$ cat src/rtl/alu_wb_pkg.sv
// Shared definitions for the ALU writeback path.
// Contents:
//   - NZCV bit positions, which also define the flag_mask bit layout.
//   - wb_entry_t, the buffered writeback entry, and its width constant.
//   - occ_state_e, the occupancy encoding of the two-entry writeback buffer.
//   - apsr_merge(), the masked flag update applied when an entry commits.
package alu_wb_pkg;

    localparam int unsigned DATA_W = 32;
    localparam int unsigned REG_AW = 4;
    localparam int unsigned NZCV_W = 4;

    // Bit positions inside an NZCV vector. flag_mask uses the same layout.
    localparam int unsigned FLAG_N = 3;
    localparam int unsigned FLAG_Z = 2;
    localparam int unsigned FLAG_C = 1;
    localparam int unsigned FLAG_V = 0;

    // Common flag_mask encodings used by the decoder.
    localparam logic [NZCV_W-1:0] MASK_NONE = 4'b0000;
    localparam logic [NZCV_W-1:0] MASK_NZ   = 4'b1100;
    localparam logic [NZCV_W-1:0] MASK_ALL  = 4'b1111;

    typedef struct packed {
        logic [DATA_W-1:0] result;
        logic [NZCV_W-1:0] nzcv;
        logic [REG_AW-1:0] rd_addr;
        logic              rd_we;
        logic [NZCV_W-1:0] flag_mask;
    } wb_entry_t;

    localparam int unsigned WB_ENTRY_W = $bits(wb_entry_t);

    typedef enum logic [1:0] {
        OCC_EMPTY = 2'd0,
        OCC_ONE   = 2'd1,
        OCC_TWO   = 2'd2
    } occ_state_e;

    // Flags selected by mask take the new value, the rest keep the old one.
    function automatic logic [NZCV_W-1:0] apsr_merge(
        input logic [NZCV_W-1:0] old_flags,
        input logic [NZCV_W-1:0] new_flags,
        input logic [NZCV_W-1:0] mask
    );
        return (old_flags & ~mask) | (new_flags & mask);
    endfunction

endpackage

$ cat src/rtl/alu_writeback_wb_fifo2.sv
// wb_fifo2 -- two-entry in-order buffer with an EMPTY/ONE/TWO occupancy FSM.
// Ports:
//   clk, rst_n          clock, asynchronous active-low reset
//   push_i, entry_i     producer offers an entry (accepted only when ready_o=1)
//   pop_i               consumer commits the head entry this cycle
//   flush_i             drop everything; overrides push and pop
//   ready_o             registered "not full"
//   head_valid_o/head_o oldest buffered entry
//   tail_valid_o/tail_o second (younger) entry, valid only when two are held
module wb_fifo2
    import alu_wb_pkg::*;
(
    input  logic      clk,
    input  logic      rst_n,
    input  logic      push_i,
    input  wb_entry_t entry_i,
    input  logic      pop_i,
    input  logic      flush_i,
    output logic      ready_o,
    output logic      head_valid_o,
    output wb_entry_t head_o,
    output logic      tail_valid_o,
    output wb_entry_t tail_o
);

    occ_state_e state_q, state_d;
    logic       ready_q;
    wb_entry_t  head_q, tail_q;
    logic       push_acc, pop_acc;

    // Flush wins: neither accept nor commit happens on a flush edge.
    assign push_acc = push_i & ready_q & ~flush_i;
    assign pop_acc  = pop_i & (state_q != OCC_EMPTY) & ~flush_i;

    // State register. ready_q is precomputed from the next state so that
    // ready_o has no combinational path from any input.
    always_ff @(posedge clk or negedge rst_n) begin
        if (!rst_n) begin
            state_q <= OCC_EMPTY;
            ready_q <= 1'b1;
        end else begin
            state_q <= state_d;
            ready_q <= (state_d != OCC_TWO);
        end
    end

    // Next-state logic.
    always_comb begin
        state_d = state_q;
        if (flush_i) begin
            state_d = OCC_EMPTY;
        end else begin
            case (state_q)
                OCC_EMPTY: if (push_acc) state_d = OCC_ONE;
                OCC_ONE: begin
                    if (push_acc && !pop_acc)      state_d = OCC_TWO;
                    else if (pop_acc && !push_acc) state_d = OCC_EMPTY;
                end
                OCC_TWO:   if (pop_acc) state_d = OCC_ONE;
                default:   state_d = OCC_EMPTY;
            endcase
        end
    end

    // Output logic.
    always_comb begin
        ready_o      = ready_q;
        head_valid_o = (state_q != OCC_EMPTY);
        tail_valid_o = (state_q == OCC_TWO);
        head_o       = head_q;
        tail_o       = tail_q;
    end

    // Entry storage. The head slot only changes when the head commits or the
    // buffer was empty, so head fields stay stable across a stalled write.
    always_ff @(posedge clk or negedge rst_n) begin
        if (!rst_n) begin
            head_q <= '0;
            tail_q <= '0;
        end else if (!flush_i) begin
            case (state_q)
                OCC_EMPTY: if (push_acc) head_q <= entry_i;
                OCC_ONE: begin
                    if (push_acc && pop_acc) head_q <= entry_i;
                    else if (push_acc)       tail_q <= entry_i;
                end
                OCC_TWO:   if (pop_acc) head_q <= tail_q;
                default:   ;
            endcase
        end
    end

endmodule

$ cat src/rtl/alu_writeback.sv
// alu_writeback -- buffers ALU results, writes them to the register file in
// order, updates the architectural NZCV flags on commit and forwards the
// youngest pending register result.
// Ports:
//   clk, rst_n                      clock, asynchronous active-low reset
//   in_valid / in_ready             execute-stage handshake (in_ready registered)
//   alu_result, alu_n/z/c/v         result and flags of the offered entry
//   rd_addr, rd_we, flag_mask       destination, write enable, flag update mask
//   flush                           discard all uncommitted entries
//   rf_we, rf_waddr, rf_wdata       register-file write request of the head
//   rf_ready                        register-file write port granted
//   apsr_nzcv                       architectural flags {N,Z,C,V}
//   fwd_valid, fwd_addr, fwd_data   bypass of youngest pending register write
module alu_writeback
    import alu_wb_pkg::*;
(
    input  logic              clk,
    input  logic              rst_n,
    input  logic              in_valid,
    output logic              in_ready,
    input  logic [DATA_W-1:0] alu_result,
    input  logic              alu_n,
    input  logic              alu_z,
    input  logic              alu_c,
    input  logic              alu_v,
    input  logic [REG_AW-1:0] rd_addr,
    input  logic              rd_we,
    input  logic [NZCV_W-1:0] flag_mask,
    input  logic              flush,
    output logic              rf_we,
    output logic [REG_AW-1:0] rf_waddr,
    output logic [DATA_W-1:0] rf_wdata,
    input  logic              rf_ready,
    output logic [NZCV_W-1:0] apsr_nzcv,
    output logic              fwd_valid,
    output logic [REG_AW-1:0] fwd_addr,
    output logic [DATA_W-1:0] fwd_data
);

    wb_entry_t         in_entry, head, tail;
    logic              head_valid, tail_valid;
    logic              commit;
    logic [NZCV_W-1:0] apsr_q, apsr_d;

    always_comb begin
        in_entry              = '0;
        in_entry.result       = alu_result;
        in_entry.nzcv[FLAG_N] = alu_n;
        in_entry.nzcv[FLAG_Z] = alu_z;
        in_entry.nzcv[FLAG_C] = alu_c;
        in_entry.nzcv[FLAG_V] = alu_v;
        in_entry.rd_addr      = rd_addr;
        in_entry.rd_we        = rd_we;
        in_entry.flag_mask    = flag_mask;
    end

    // Flag-only entries (compare/test) retire without waiting for the RF port.
    assign commit = head_valid & (~head.rd_we | rf_ready) & ~flush;

    wb_fifo2 u_fifo (
        .clk          (clk),
        .rst_n        (rst_n),
        .push_i       (in_valid),
        .entry_i      (in_entry),
        .pop_i        (commit),
        .flush_i      (flush),
        .ready_o      (in_ready),
        .head_valid_o (head_valid),
        .head_o       (head),
        .tail_valid_o (tail_valid),
        .tail_o       (tail)
    );

    assign rf_we    = head_valid & head.rd_we;
    assign rf_waddr = head.rd_addr;
    assign rf_wdata = head.result;

    assign apsr_d = apsr_merge(apsr_q, head.nzcv, head.flag_mask);

    always_ff @(posedge clk or negedge rst_n) begin
        if (!rst_n) begin
            apsr_q <= '0;
        end else if (commit) begin
            apsr_q <= apsr_d;
        end
    end

    assign apsr_nzcv = apsr_q;

    // The tail is younger than the head, so it wins when both write a register.
    always_comb begin
        fwd_valid = 1'b0;
        fwd_addr  = '0;
        fwd_data  = '0;
        if (tail_valid && tail.rd_we) begin
            fwd_valid = 1'b1;
            fwd_addr  = tail.rd_addr;
            fwd_data  = tail.result;
        end else if (head_valid && head.rd_we) begin
            fwd_valid = 1'b1;
            fwd_addr  = head.rd_addr;
            fwd_data  = head.result;
        end
    end

endmodule
$ cat config.mk
export PLATFORM = sky130hd
export DESIGN_NAME = alu_writeback
export DESIGN_NICKNAME = d
export VERILOG_FILES = /design/src/rtl/alu_wb_pkg.sv /design/src/rtl/alu_writeback_wb_fifo2.sv /design/src/rtl/alu_writeback.sv
export SDC_FILE = /design/constraint.sdc
export NUM_CORES = 1
export LEC_CHECK = 0
export CORE_MARGIN = 3
export CORE_UTILIZATION = 47
export CTS_BUF_LIST = sky130_fd_sc_hd__clkbuf_8
export DETAILED_ROUTE_END_ITERATION = 8
export GPL_TIMING_DRIVEN = 1
export PLACE_DENSITY = 0.76
export RECOVER_POWER = 25
export SKIP_LAST_GASP = 1
export SYNTH_ARGS = -nofsm -noshare
export SYNTH_HDL_FRONTEND = slang
export SYNTH_SLANG_ARGS = --single-unit
$ cat constraint.sdc
create_clock -name clk -period 2.3 [get_ports clk]
set_input_delay 0.345 -clock clk [delete_from_list [all_inputs] [get_ports clk]]
set_output_delay 0.345 -clock clk [all_outputs]
set_load 0.03 [all_outputs]
==> results.json <==
{
  "die-area_sq_mm": 0.0127,
  "critPathRequiredTime_ns": 1.96,
  "finalHoldViolCount": 0,
  "synth_cell_types": 29,
  "p_per_area_mw_per_mm2": 920,
  "dp_hpwl_mm": 7.67,
  "cts-buffers-inserted": 9,
  "place.gp.congestion": 0.861,
  "post_cts_buffers": 0,
  "grt_max_degree": 54,
  "synth_edf_count": 0,
  "leakage_nw": 3.03,
  "viasPerCell": 5.30,
  "worstPathArrival_ns": 1.89,
  "n_antenna_cell": 0,
  "cts_tree": "built",
  "first_global_vias": 3503,
  "status": "complete, no violations",
  "chipWidth_microns": 112,
  "cts_max_path_buffers": 2,
  "antenna_found_initial": 0,
  "worstRegToRegCells": 5,
  "synth.top_cell.area_share_pct": 45.1,
  "grt_overflow_total": 0,
  "finalSetupViolations": 0,
  "endpoint_kind": "primary output",
  "maxCapViolations": 0,
  "min_path_cells": 1,
  "drc": 0,
  "max_freq_mhz": 447,
  "final_layout_size_suffix_gt1_share_pct": 47.0,
  "max_slew_margin_pct": 30.8,
  "vias": 3192,
  "synthCells": 360,
  "die_h_microns": 112,
  "start_util_pct": 48.5,
  "fin_hold_ws_ns": 0.520,
  "cts.clk_slew.worst_paths_ns": 0.10,
  "drv_slew": 0,
  "synthesis.area_sq_mm": 0.00533,
  "area_delta_synth_final_pct": 23.6,
  "ys_seq_elements": 97,
  "core-area_sq_mm": 0.0110,
  "hold_path.class": "flop to flop",
  "crit_type": "flop to primary output",
  "fin_skew_ns": 0.00783,
  "clock_sinks": 97,
  "drtPass1Iterations": 4,
  "yosysWarnings": 0,
  "io_buffers": 128,
  "wl_per_cell_microns": 18.8,
  "grt.total_usage_pct": 18.5,
  "ant_nets": 0,
  "insertion_delay_ns": 0.36,
  "ir_drop_v": 0.000478,
  "io_pins": 129,
  "nNetsFinal": 507,
  "syn-num-nets": 410,
  "placed_area_sq_mm": 0.00635,
  "reg2reg_slack_ns": 0.49,
  "h-tree-depth": 3,
  "post-route-period-util_pct": 97.3,
  "cp-start-kind": "flop",
  "grt_pass1_wl_mm": 18.7,
  "synth_top_area_cell": "dfrtp_1",
  "critPathMaxFanout": 22,
  "rows": 38,
  "drt_wl_total_mm": 11.3,
  "synthArstFlopShare_pct": 100,
  "dr.first_iter.drc_count": 109,
  "cts_root_buf": "clkbuf_8",
  "min_period_ns": 2.24,
  "yosysSeqAreaShare_pct": 45.6,
  "tightest_slew_ns": 1.04,
  "syn_area_per_cell_sq_um": 14.8,
  "stdcell_area_sq_mm": 0.00659,
  "synth_flop_cell": "dfrtp_1",
  "rsz0062_at_grt": "true",
  "synth_area_leaders": "dfrtp_1, mux2_4, mux2_2"
}
## critical path: stages, from the launching register on
cell	delay, ns
dfrtp_2	0.48
nor2b_4	0.16
and2_4	0.18
nor3_4	0.18
buf_12	0.21
a22o_1	0.16
buf_4	0.16
## synthesized netlist by cell type, types with 2 or more instances
cell type / number
a21oi_1: 3
a22o_1: 35
buf_12: 4
buf_2: 5
buf_4: 36
buf_6: 12
dfrtp_1: 96
inv_1: 3
mux2_2: 59
mux2_4: 79
nand2_1: 6
nor2_1: 4
nor2_4: 2
## final timing paths
check / from / endpoint
worst min-delay path: u_fifo.tail_o[10] / u_fifo.tail_o[10]
min in group asynchronous: rst_n / u_fifo.head_o[13]
worst max register to register: u_fifo.head_o[4] / u_fifo.head_o[6]
worst max-delay path: u_fifo.state_q[1] / fwd_data[13]
worst min register to register: u_fifo.tail_o[10] / u_fifo.tail_o[10]
max in group asynchronous: rst_n / u_fifo.head_o[35]
## placed cells by master (no fill, tap or decap), types with 2 or more instances in the layout
master	netlist	final
nand2_1	6	6
dfrtp_1	96	94
mux2_4	79	79
clkinv_2	0	2
inv_1	3	3
a22o_1	35	35
clkbuf_8	0	10
buf_12	4	6
clkdlybuf4s50_1	0	91
nor2_1	4	4
buf_4	36	42
inv_6	0	2
a21oi_1	3	3
dfrtp_2	0	2
nor2_4	2	2
mux2_2	59	59
buf_6	12	2
## power by group
part	switching, mW	internal (mW)	leakage [nW]	total, mW
Sequential	0.411	2.21	1.15	2.62
Clock	0.622	0.537	0.103	1.16
Combinational	1.01	1.26	1.78	2.27
Total	2.04	4.01	3.03	6.06
## flip-flops by register name (all words and copies together) (netlist names), named ones only
register / flops
u_fifo.tail_o: 45
u_fifo.head_o: 45
u_fifo.ready_o: 1
u_fifo.state_q: 2
## routing by layer
layer / track usage, % / vias to the layer above / part of all wire, %
li1: - / 1461 / -
met1: 26.0 / 1631 / 47
met2: 29.0 / 89 / 47
met3: 3.50 / 11 / 4.8
met4: 5.85 / 0 / 1.2
met5: 0 / - / 0
## cells by family (layout without fill, tap and decap cells)
| family | Yosys count | after routing | share of synthesized area (%) |
|---|---|---|---|
| muxes | 139 | 139 | 34.9 |
| AOI/OAI and AO/OA | 42 | 42 | 6.79 |
| buffers and inverters | 60 | 162 | 9.79 |
| and+or+nand+nor | 22 | 22 | 2.94 |
| DFF | 97 | 97 | 45.6 |
## per-stage QoR
step	util [%]	instances	setup slack [ns]	power, mW	TNS, ns
floorplan	-	360	0.284	4.28	0
global placement	57.9	585	0.102	4.85	0
detailed placement	57.9	585	0.0654	4.91	0
CTS	59.9	602	-0.0139	6.10	-0.0290
global route	60.0	602	-0.0228	6.34	-0.127
finish	60.0	602	0.0615	6.06	0
## cell type report
type                       count  area [sq um]
fill                         878          4400
sequential                    97          2430
multi-input combinational    203          2380
timing repair buffer         143          1380
tap                          140           175
clock buffer                  10           138
clock inverter                 6          65.1
inverter                       3          11.3
## timing repair
item	CTS	global route
endpoints found under the hold margin	15	0
resized for setup	2	5
setup endpoints to repair	31	36
pin swaps	0	0
hold buffers	1	0
No activity file was read; power rests on OpenSTA's default activity.
==> patch 1: new RTL, same flow settings <==
Re-encode `occ_state_e` (3 states) as one-hot, 3 bits wide.
--- a/src/rtl/alu_wb_pkg.sv
+++ b/src/rtl/alu_wb_pkg.sv
@@ -33,6 +33,6 @@
 
-    typedef enum logic [1:0] {
-        OCC_EMPTY = 2'd0,
-        OCC_ONE   = 2'd1,
-        OCC_TWO   = 2'd2
+    typedef enum logic [2:0] {
+        OCC_EMPTY = 3'b001,
+        OCC_ONE   = 3'b010,
+        OCC_TWO   = 3'b100
     } occ_state_e;
Formal check against the unedited RTL: no difference found for any inputs over 4 cycles, from zero or initial values and one cycle with rst_n low; so few cycles prove little.
==> patch 1 against the original RTL <==
Register-to-register slack lost 350 ps. Routed wire length grew 0.95%. Area after synthesis shrank 6.2%. The flow now finishes with violations (negative setup slack). Largest power group unchanged. Total power shrank 20%. Sequential share of layout area shrank 0.32 points. Cell area grew 2.0%. Setup slack lost 100 ps. Highest routed layer unchanged. Sequential cell count grew 1. Critical path type unchanged.
==> patch 1: results (changes against the original RTL) <==
{| class="wikitable"
! Metric !! Value
|-
| Hold_sp || u_fifo.head_o[3] (was u_fifo.tail_o[10])
|-
| Amount of wire on met2 after detailed routing || 5.62 mm (was 5.32 mm)
|-
| Comb_multi_in || 215 (was 203)
|-
| Most used flip-flop cell after synthesis || sky130_fd_sc_hd__dfrtp_1 (unchanged)
|-
| Buffers outside the clock class || 156 (was 143)
|-
| Maximum resistive drop on vdd || 0.377 mV (was 0.478 mV)
|-
| Area of the multi-input gates || 2200 µm² (was 2380 µm²)
|-
| Number of global-route vias before repair || 3388 (was 3503)
|-
| Clock distribution area overhead in the final layout || 3.73% (was 3.08%)
|-
| DRC marker count from the first detailed-route iteration || 105 (was 109)
|-
| Worst slew slack as a fraction of its limit || 34.1% (was 30.8%)
|-
| Per-instance average area after synthesis || 13.4 µm² (was 14.8 µm²)
|-
| CTS Sinks || 98 (was 97)
|-
| Sequential cell area || 2460 µm² (was 2430 µm²)
|-
| DP Cell Count || 597 (was 585)
|-
| Routed vias/inst || 5.33 (was 5.30)
|-
| Min setup slack post-route || -38.6 ps (was 61.5 ps)
|-
| Slowest cell on the critical path || sky130_fd_sc_hd__dfstp_2 (was sky130_fd_sc_hd__dfrtp_2)
|-
| Leakage || 2.97 nW (was 3.03 nW)
|-
| Netlist cell types || 30 (was 29)
|-
| M1 WL || 4.95 mm (was 5.34 mm)
|-
| Setup-failing EPs final || 19 (was 0)
|-
| Worst-path maximum fanout || 7 (was 22)
|-
| WP data arrival || 1990 ps (was 1890 ps)
|-
| Share of final-layout standard cells stronger than drive strength 1 || 47.6% (was 47.0%)
|-
| Diodes inserted || 0 (unchanged)
|-
| Cell type group with the largest total delay on the critical path || buffers and inverters (was simple AND/OR/NAND/NOR gates)
|-
| Inverter count || 2 (was 3)
|-
| Most numerous cell types in the synthesized netlist || 136 x sky130_fd_sc_hd__mux2_2, 96 x sky130_fd_sc_hd__dfrtp_1, 36 x sky130_fd_sc_hd__a22o_1, 36 x sky130_fd_sc_hd__buf_4, 14 x sky130_fd_sc_hd__buf_2 (was 96 x sky130_fd_sc_hd__dfrtp_1, 79 x sky130_fd_sc_hd__mux2_4, 59 x sky130_fd_sc_hd__mux2_2)
|-
| Total negative slack || -269 ps (was 0 ps)
|-
| Wire length of the first global-routing pass || 17.2 mm (was 18.7 mm)
|-
| Overall routing resource usage || 18.6% (was 18.5%)
|-
| Failing checks || negative setup slack
|-
| Largest stage delay on the critical path || 550 ps (was 480 ps)
|-
| Proportion of final cell area spent on non-clock buffers || 24.3% (was 21.0%)
|-
| Mapped Nets || 423 (was 410)
|-
| Filler cells || 779 (was 878)
|-
| Final RePlAce weighted congestion || 0.711 (was 0.861)
|-
| Maximum number of pins on one net before global-route repair || 49 (was 54)
|-
| Placed wire-length estimate after detailed placement || 7.59 mm (was 7.67 mm)
|-
| Met3 Routed Length || 752 µm (was 543 µm)
|-
| Part of the Yosys area used for sequential elements || 49.1% (was 45.6%)
|-
| Outcome || complete, but fails checks (was finished, final reports clean)
|-
| Worst flop-to-flop path startpoint || u_fifo.state_q[0] (was u_fifo.head_o[4])
|}
## patch 1: cell families (layout without fill, tap and decap cells)
logic type      Yosys count  in the layout  synth area share [%]
flops                    98             98                  49.1
simple gates             28             28                  3.53
compound gates           47             47                  7.76
mux                     139            139                  31.3
buf+inv                  60            174                  8.16
xor+xnor                  1              1                 0.175
## patch 1: routing by layer
metal	vias to the layer above	track usage (%)
met2	99	30.7
met3	11	4.32
met5	-	0
met4	0	5.95
met1	1671	24.4
li1	1539	-
## patch 1: power breakdown
part | leakage, nW | total [mW] | internal [mW] | switching [mW]
Sequential | 1.25 | 2.08 | 1.93 | 0.156
Clock | 0.127 | 1.34 | 0.756 | 0.588
Combinational | 1.59 | 1.40 | 0.695 | 0.709
## patch 1: what timing repair did
item                                   4_1_cts  5_1_grt
gates cloned                                 0        4
buffers inserted                             1        5
gates resized for setup                      6       39
endpoints found under the hold margin       36        0
pin swaps                                    1        5
hold buffers                                 1        0
setup endpoints to repair                   38       39
## patch 1: metrics by stage
stage	hold WS, ps	instance area [µm²]	total power, mW	worst slack, ps
after detailed placement	360	6170	3.45	-104
after global routing	524	6720	5.05	-132
final	503	6720	4.83	-38.6
after CTS	504	6450	4.81	-12.1
after floorplan	49.4	5000	2.99	226
after global placement	364	6170	3.42	-60.6
## patch 1: final timing paths
path                            depth (start not counted)                 to  slack (ps)
worst max register to register                          6  u_fifo.head_o[25]         140
worst max-delay path                                    8        fwd_addr[0]         -40
max in group asynchronous                               3  u_fifo.head_o[39]         350
min in group asynchronous                               2  u_fifo.tail_o[18]         680
worst min register to register                          1   u_fifo.head_o[3]         500
worst min-delay path                                    1   u_fifo.head_o[3]         500
==> patch 2: new RTL, same flow settings <==
Without the edit above. The package constant `NZCV_W` goes from 4 to 6.
--- a/src/rtl/alu_wb_pkg.sv
+++ b/src/rtl/alu_wb_pkg.sv
@@ -10,3 +10,3 @@
     localparam int unsigned REG_AW = 4;
-    localparam int unsigned NZCV_W = 4;
+    localparam int unsigned NZCV_W = 6;
 
Ports: changed (resized apsr_nzcv and flag_mask); port bits go from 129 to 133. The function was not compared with the original's and may differ.
==> patch 2 against the original RTL <==
Sequential power grew 4%. Sequential cell count grew 6. Cell count grew 3.8%. Highest routed layer unchanged. Worst hold slack lost 48 ps. Count of clock-buffer cells in the layout is the same. Die area shrank 0.74%. Area after synthesis shrank 0.77%. Cell area grew 2.1%. Largest cell class unchanged. Non-clock buffer count grew 10. Setup slack gained 21 ps. Routed wire length grew 3.3%. Total power shrank 1.3%.
==> patch 2: results (changes against the original RTL) <==
{| class="wikitable"
! Metric !! Value
|-
| Sequential Power Share || 45.5% (was 43.3%)
|-
| Most used flip-flop cell after synthesis || sky130_fd_sc_hd__dfrtp_1 (unchanged)
|-
| Overall routing resource usage || 18.9% (was 18.5%)
|-
| Netlist cell types || 27 (was 29)
|-
| Share of final-layout standard cells stronger than drive strength 1 || 47.0% (about the same)
|-
| Final RePlAce weighted congestion || 0.801 (was 0.861)
|-
| Area contributors post-synth || sky130_fd_sc_hd__dfrtp_1 48%, sky130_fd_sc_hd__mux2_2 24%, sky130_fd_sc_hd__mux2_4 8.5% (was sky130_fd_sc_hd__dfrtp_1 45%, sky130_fd_sc_hd__mux2_4 22%, sky130_fd_sc_hd__mux2_2 12%)
|-
| Worst-path maximum fanout || 8 (was 22)
|-
| Maximum resistive drop on vdd || 0.462 mV (was 0.478 mV)
|-
| DRC marker count from the first detailed-route iteration || 157 (was 109)
|-
| Final Routed Wirelength || 11.7 mm (was 11.3 mm)
|-
| Most numerous cell in the Yosys netlist || sky130_fd_sc_hd__mux2_2 (was sky130_fd_sc_hd__dfrtp_1)
|-
| Largest stage delay on the critical path || 440 ps (was 480 ps)
|-
| Leakage || 2.96 nW (was 3.03 nW)
|-
| WP data arrival || 1870 ps (was 1890 ps)
|-
| Dpl ws || 159 ps (was 65.4 ps)
|-
| Maximum number of pins on one net before global-route repair || 47 (was 54)
|-
| Cell type group with the largest total delay on the critical path || buffers and inverters (was simple AND/OR/NAND/NOR gates)
|-
| Worst slew slack as a fraction of its limit || 20.9% (was 30.8%)
|-
| Total power density per cell area || 890 nW/µm² (was 920 nW/µm²)
|-
| Number of vias after detailed routing || 3335 (was 3192)
|-
| Part of the Yosys area used for sequential elements || 48.8% (was 45.6%)
|-
| Sw Ratio || 33.9% (was 33.8%)
|-
| Reg2reg end || u_fifo.head_o[43] (was u_fifo.head_o[6])
|-
| Outcome || finished, final reports clean (unchanged)
|-
| P_comb || 2.22 mW (was 2.27 mW)
|-
| IO buf count || 132 (was 128)
|-
| Most numerous cell types in the synthesized netlist || 114 x sky130_fd_sc_hd__mux2_2, 102 x sky130_fd_sc_hd__dfrtp_1, 38 x sky130_fd_sc_hd__buf_4 (was 96 x sky130_fd_sc_hd__dfrtp_1, 79 x sky130_fd_sc_hd__mux2_4, 59 x sky130_fd_sc_hd__mux2_2)
|-
| Setup crit end || fwd_data[15] (was fwd_data[13])
|-
| Mapped Nets || 427 (was 410)
|-
| Min setup slack post-route || 82.6 ps (was 61.5 ps)
|-
| Worst flop-to-flop path startpoint || u_fifo.head_o[6] (was u_fifo.head_o[4])
|-
| Filler cells || 892 (was 878)
|-
| Number of global-route vias before repair || 3659 (was 3503)
|-
| Worst-case register-to-register setup slack || 470 ps (was 490 ps)
|-
| Final layout net count || 533 (was 507)
|-
| Wire length of the first global-routing pass || 18.8 mm (was 18.7 mm)
|}
==> patch 2: timing repair <==
item,CTS,global route
endpoints found under the setup margin,31,36
setup buffers,2,2
hold endpoints to repair,25,0
resized for setup,7,5
hold buffers,1,0
gates cloned,1,1
pin swaps,2,3
==> patch 2: metal layers <==
layer  share of wire [%]  wire [µm]  global-route usage [%]  vias up
met4                 1.8        209                    5.93        0
li1                    -          -                       -     1535
met5                   0          0                       0        -
met1                  44       5130                    24.2     1706
met3                 4.9        573                    4.69       14
met2                  49       5800                    31.8       80
==> patch 2: worst min path at each step <==
stage	from	to	slack (ps)	cells after the start
floorplan	rst_n	async pin	50	0
global placement	rst_n	u_fifo.tail_o[32]	390	1
detailed placement	rst_n	u_fifo.head_o[29]	400	1
CTS	u_fifo.head_o[4]	apsr_nzcv[4]	480	1
global route	u_fifo.head_o[4]	apsr_nzcv[4]	500	1
finish	u_fifo.head_o[4]	apsr_nzcv[4]	470	1
==> patch 2: layout make-up <==
cell class / instances / area, µm² / share of cell area [%]
Clock buffer: 10 / 138 / 2.05
Inverter: 3 / 11.3 / 0.168
Multi-Input combinational cell: 211 / 2270 / 33.7
Clock inverter: 5 / 33.8 / 0.503
Tap cell: 140 / 175 / 2.61
Sequential cell: 103 / 2580 / 38.4
Timing Repair Buffer: 153 / 1520 / 22.6
==> patch 2: cells by family (layout without fill, tap and decap cells) <==
kind of cell	Yosys count	count (layout)	synth area share (%)
and+or+nand+nor	22	22	2.63
DFF	103	103	48.8
muxes	145	145	33.0
buffers and inverters	61	171	8.68
AOI/OAI and AO/OA	44	44	6.93
==> patch 2: per-stage QoR <==
stage / instances / TNS, ps
after floorplan: 375 / 0
after global placement: 603 / 0
after detailed placement: 603 / 0
after CTS: 622 / -935
after global routing: 625 / -0.580
final: 625 / 0
